[src/rtl/pc_seq.sv]
// -----------------------------------------------------------------------------
// pc_seq -- program-counter sequencer for the single-cycle MIPS datapath.
//
// Produces the registered instruction-memory word address each cycle. The next
// address comes from one of: sequential increment, PC-relative branch, absolute
// jump, subroutine call/return through a small return-address stack (RAS), or
// stall (hold). Priority: rst > stall > ret > call > jump > branch > increment.
// All PC arithmetic wraps modulo 2^ADDR_W.
//
// Configuration macro: PC_RAS_EN
//   defined   : RAS storage, call pushes addr+1, ret pops, sticky ovf/unf flags.
//   undefined : no RAS; call acts as jump, ret acts as increment,
//               ras_empty tied 1, ras_full/ras_ovf/ras_unf tied 0.
//
// Parameters:
//   ADDR_W     word-address width
//   RESET_ADDR address loaded on reset
//   RAS_DEPTH  return-address stack entries (>= 2)
//
// Ports:
//   clk        in   system clock, rising edge
//   rst        in   synchronous active-high reset
//   stall      in   hold PC, RAS and flags; other controls ignored
//   branch     in   take PC-relative branch by branch_off
//   branch_off in   signed word offset (ADDR_W bits)
//   jump       in   absolute jump to jump_tgt
//   call       in   jump to jump_tgt and push addr+1
//   ret        in   pop RAS into PC
//   jump_tgt   in   absolute target for jump/call
//   addr       out  current PC (registered)
//   ras_empty  out  RAS holds no entries
//   ras_full   out  RAS holds RAS_DEPTH entries
//   ras_ovf    out  sticky: push while full
//   ras_unf    out  sticky: pop while empty
// -----------------------------------------------------------------------------
module pc_seq #(
    parameter int unsigned       ADDR_W     = 6,
    parameter logic [ADDR_W-1:0] RESET_ADDR = '0,
    parameter int unsigned       RAS_DEPTH  = 4
) (
    input  logic              clk,
    input  logic              rst,
    input  logic              stall,
    input  logic              branch,
    input  logic [ADDR_W-1:0] branch_off,
    input  logic              jump,
    input  logic              call,
    input  logic              ret,
    input  logic [ADDR_W-1:0] jump_tgt,
    output logic [ADDR_W-1:0] addr,
    output logic              ras_empty,
    output logic              ras_full,
    output logic              ras_ovf,
    output logic              ras_unf
);

    if (RAS_DEPTH < 2) begin : g_depth_chk
        $error("pc_seq: RAS_DEPTH must be at least 2");
    end

    logic [ADDR_W-1:0] r_addr;
    logic [ADDR_W-1:0] w_inc;
    logic [ADDR_W-1:0] w_br;
    logic [ADDR_W-1:0] w_next;

    // Same-width add: two's-complement wrap makes sign extension implicit.
    assign w_inc = r_addr + 1'b1;
    assign w_br  = r_addr + branch_off;
    assign addr  = r_addr;

`ifdef PC_RAS_EN
    localparam int unsigned      PTR_W   = $clog2(RAS_DEPTH);
    localparam int unsigned      CNT_W   = $clog2(RAS_DEPTH + 1);
    localparam logic [PTR_W-1:0] TOP_MAX = PTR_W'(RAS_DEPTH - 1);
    localparam logic [CNT_W-1:0] CNT_MAX = CNT_W'(RAS_DEPTH);

    logic [ADDR_W-1:0] r_stack [RAS_DEPTH];
    logic [PTR_W-1:0]  r_top;
    logic [CNT_W-1:0]  r_count;
    logic              r_ovf;
    logic              r_unf;

    logic              w_empty;
    logic              w_full;
    logic              w_push;
    logic              w_pop;
    logic              w_unf_evt;
    logic [PTR_W-1:0]  w_top_inc;
    logic [PTR_W-1:0]  w_top_dec;

    assign w_empty = (r_count == '0);
    assign w_full  = (r_count == CNT_MAX);

    // Explicit wrap so non-power-of-two depths stay inside the array.
    assign w_top_inc = (r_top == TOP_MAX) ? '0 : r_top + 1'b1;
    assign w_top_dec = (r_top == '0) ? TOP_MAX : r_top - 1'b1;

    always_comb begin
        w_next    = w_inc;
        w_push    = 1'b0;
        w_pop     = 1'b0;
        w_unf_evt = 1'b0;
        if (ret) begin
            // ret on an empty stack falls through to increment
            if (w_empty) begin
                w_unf_evt = 1'b1;
            end else begin
                w_next = r_stack[r_top];
                w_pop  = 1'b1;
            end
        end else if (call) begin
            w_next = jump_tgt;
            w_push = 1'b1;
        end else if (jump) begin
            w_next = jump_tgt;
        end else if (branch) begin
            w_next = w_br;
        end
    end

    // PC and RAS control state
    always_ff @(posedge clk) begin
        if (rst) begin
            r_addr  <= RESET_ADDR;
            r_top   <= '0;
            r_count <= '0;
            r_ovf   <= 1'b0;
            r_unf   <= 1'b0;
        end else if (!stall) begin
            r_addr <= w_next;
            if (w_push) begin
                // When full, top+1 is the oldest slot: overwriting it drops it.
                r_top <= w_top_inc;
                if (w_full) begin
                    r_ovf <= 1'b1;
                end else begin
                    r_count <= r_count + 1'b1;
                end
            end else if (w_pop) begin
                r_top   <= w_top_dec;
                r_count <= r_count - 1'b1;
            end
            if (w_unf_evt) begin
                r_unf <= 1'b1;
            end
        end
    end

    // RAS storage (data only, no reset)
    always_ff @(posedge clk) begin
        if (!rst && !stall && w_push) begin
            r_stack[w_top_inc] <= w_inc;
        end
    end

    assign ras_empty = w_empty;
    assign ras_full  = w_full;
    assign ras_ovf   = r_ovf;
    assign ras_unf   = r_unf;
`else
    always_comb begin
        w_next = w_inc;
        // ret without a stack is a plain increment and still outranks call/jump
        if (ret) begin
            w_next = w_inc;
        end else if (call || jump) begin
            w_next = jump_tgt;
        end else if (branch) begin
            w_next = w_br;
        end
    end

    // PC register
    always_ff @(posedge clk) begin
        if (rst) begin
            r_addr <= RESET_ADDR;
        end else if (!stall) begin
            r_addr <= w_next;
        end
    end

    assign ras_empty = 1'b1;
    assign ras_full  = 1'b0;
    assign ras_ovf   = 1'b0;
    assign ras_unf   = 1'b0;
`endif

endmodule

[config.mk]
export PLATFORM = sky130hd
export DESIGN_NAME = pc_seq
export DESIGN_NICKNAME = d
export VERILOG_FILES = /design/src/rtl/pc_seq.sv
export SDC_FILE = /design/constraint.sdc
export NUM_CORES = 1
export LEC_CHECK = 0
export BUFFER_PORTS_ARGS = -buffer_cell sky130_fd_sc_hd__buf_2
export CORE_MARGIN = 4
export CORE_UTILIZATION = 35
export CTS_BUF_LIST = sky130_fd_sc_hd__clkbuf_4 sky130_fd_sc_hd__clkbuf_8
export CTS_CLUSTER_DIAMETER = 30
export CTS_CLUSTER_SIZE = 28
export DETAILED_ROUTE_END_ITERATION = 6
export GPL_TIMING_DRIVEN = 0
export PLACE_DENSITY = 0.63
export SLEW_MARGIN = 0
export SYNTH_ARGS = -nofsm -noshare
export SYNTH_HDL_FRONTEND = slang
export SYNTH_SLANG_ARGS = --single-unit
[constraint.sdc]
create_clock -name clk -period 3.3 [get_ports clk]
set_input_delay 0.33 -clock clk [delete_from_list [all_inputs] [get_ports clk]]
set_output_delay 0.33 -clock clk [all_outputs]
set_load 0.02 [all_outputs]
==> impl_metrics.csv <==
group,metric,value,unit
logic_synthesis,synth_top_area_share,17.8,%
logic_synthesis,netlist_area,673,um^2
global_routing,overflow,0,
global_routing,antenna_found_initial,0,
logic_synthesis,ys.flop_type,"dfxtp_1",
clocking,cts_htree_levels,1,
floorplanning,die_x,51.9,um
timing,fin_tns_setup,0,ps
job,maxCapViolations,0,
routing,ant_nets,0,
clocking,clockBufferDepth,2,
pwr,power_density,296,nW/um^2
layout,nets,148,
pwr,ir_worst_vdd,0.177,mV
logic_synthesis,seq_area_frac_synth,17.8,%
logic_synthesis,async_flop_share,0,%
clocking,insertion_delay,250,ps
logic_synthesis,syn_avg_cell_area,7.32,um^2
floorplanning,die_h,51.9,um
critical_path,required,3430,ps
routing,drc,0,
routing,drt_iter0_markers,22,
floorplanning,io_pins,29,
logic_synthesis,synth_edf_count,0,
critical_path,cp-endpoint,"addr[4]",
global_routing,grtUsageTotal,13.6,%
timing,holdWs,336,ps
logic_synthesis,ys_seq_elements,6,
timing,slew_violations,0,
placed_design,post-dp-hpwl,1420,um
routing,dr.pass1.iters,4,
timing,period_share,63.9,%
routing,via_count,750,
logic_synthesis,yosysMostFrequentCell,"nor2_1",
critical_path,critPathMaxFanout,6,
logic_synthesis,synth.distinct_cells,33,
clocking,path_clk_slew,50,ps
worst_hold_path,hold_path_class,"in2reg",
clocking,numCtsBuffers,3,
layout,antenna_cells,0,
pwr,p_leak,0.384,nW
routing,vias_per_cell,5.17,
critical_path,r2r-end,"addr[4]",
critical_path,endpoint_kind,"register",
routing,drt-total-wl,1710,um
timing,fin_crit,2110,ps
global_routing,grt_pass1_vias,673,
logic_synthesis,synthTopCellsByArea,"dfxtp_1 18%, ha_1 11%, a21oi_1 5.9%",
floorplanning,num_rows,15,
outcome,status,"finished clean",
layout,largest_reg_flops,6,
logic_synthesis,synth_top_area_cell,"dfxtp_1",
clocking,ctsHoldBuffers,0,
critical_path,rrSetupSlack,1190,ps
clocking,cts-root-buf,"clkbuf_4",
placed_design,gp_congestion,0.781,
clocking,cts_tree,"built",
critical_path,rr_worst_depth,8,
routing,wire_per_inst,11.8,um
layout,syn_to_final_growth,26.2,%
logic_synthesis,ys_warn_count,0,
timing,setup_viol,0,
floorplanning,initial_core_util,37.8,%
floorplanning,die_area,2690,um^2
clocking,post_cts_buffers,0,
clocking,numClockSinks,6,
critical_path,cp-startpoint,"addr[0]",
critical_path,start_kind,"register",
floorplanning,coreArea,1780,um^2
critical_path,reg2reg_from,"addr[0]",
timing,clock_skew,4.76,ps
global_routing,grt_max_degree,11,
timing,max_freq,0.474,GHz
timing,hold_viol,0,
logic_synthesis,syn_inst,92,
timing,grt_setup_unrepaired,"false",
placed_design,io_buffers,23,
logic_synthesis,synth_common_cells,"10 x nor2_1, 8 x a21oi_1, 8 x o21ai_0",
layout,drive_gt1_share,30.0,%
critical_path,path_class,"reg2reg",
critical_path,cp.arrival,2240,ps
clocking,cts_resized,0,
global_routing,grt_pass1_wl,2780,um
[worst min path at each step]
stage | end | slack [ps] | startpoint | cells after the start
6_report | addr[0] | 340 | rst | 2
3_3_place_gp | addr[4] | 530 | addr[4] | 2
4_1_cts | addr[0] | 340 | rst | 2
3_5_place_dp | addr[4] | 540 | addr[4] | 2
5_1_grt | addr[0] | 340 | rst | 2
2_1_floorplan | addr[0] | 400 | rst | 1
[metal layers]
metal / GRT usage (%) / vias up / share of wire, %
met2: 22.0 / 30 / 46
met4: 5.24 / 0 / 1.9
met5: 0 / - / 0
met1: 17.4 / 332 / 45
met3: 2.87 / 5 / 7.1
li1: - / 383 / -
[cells by family after synthesis]
kind of cell / synth area share (%)
multiplexers: 3.16
other: 1.12
AO/OA/AOI/OAI: 24.2
AND/OR/NAND/NOR: 26.4
buffers and inverters: 7.99
flip-flops: 17.8
XOR/XNOR: 5.21
adder cells (fa/ha/maj): 14.1
[power breakdown]
part           internal, mW  switching (mW)  total (mW)
Sequential           0.0781         0.00884      0.0869
Clock                0.0414          0.0298      0.0712
Combinational        0.0411          0.0522      0.0933
Total                 0.161          0.0908       0.251
[through the flow]
step / utilization (%) / power (mW) / instances / worst slack, ps / cell area (um^2)
after floorplan: - / 0.149 / 94 / 1220 / 681
after global placement: 46.4 / 0.179 / 142 / 1220 / 827
after detailed placement: 46.4 / 0.181 / 142 / 1210 / 827
after CTS: 47.6 / 0.253 / 145 / 1190 / 850
after global routing: 47.6 / 0.272 / 145 / 1010 / 850
final: 47.6 / 0.251 / 145 / 1190 / 850
[final cells by class]
| cell class | count | area (um^2) |
|---|---|---|
| Buffer | 5 | 35.0 |
| Tap cell | 25 | 31.3 |
| Clock buffer | 3 | 22.5 |
| Inverter | 5 | 18.8 |
| Multi-Input combinational cell | 78 | 507 |
| Fill cell | 192 | 933 |
| Sequential cell | 6 | 120 |
| Timing Repair Buffer | 23 | 115 |
[worst max-delay path: stages (launching register included)]
cell      delay [ps]
dfxtp_1          450
ha_1             240
inv_1             60
fa_1             380
nand2b_1         170
a21oi_1          150
mux2_2           340
a31oi_1          130
nor3_1            70
[placed cells by master (no fill, tap or decap), drive strengths merged]
cell type,synthesis,final
o22ai,1,1
nor2,12,12
mux2i,1,1
dfxtp,6,6
nor3,5,5
o221ai,1,1
a211oi,3,3
a31oi,2,2
inv,5,5
a21o,1,1
ha,6,6
fa,1,1
mux2,1,1
buf,5,28
nand4,1,1
nand2b,2,2
o21ai,10,10
a21oi,8,8
xnor2,3,3
o21bai,2,2
nand3,5,5
nand2,4,4
conb,2,4
or3,1,1
clkbuf,0,3
nand3b,1,1
xor2,1,1
nor3b,2,2
No activity file was read; power rests on OpenSTA's default activity.
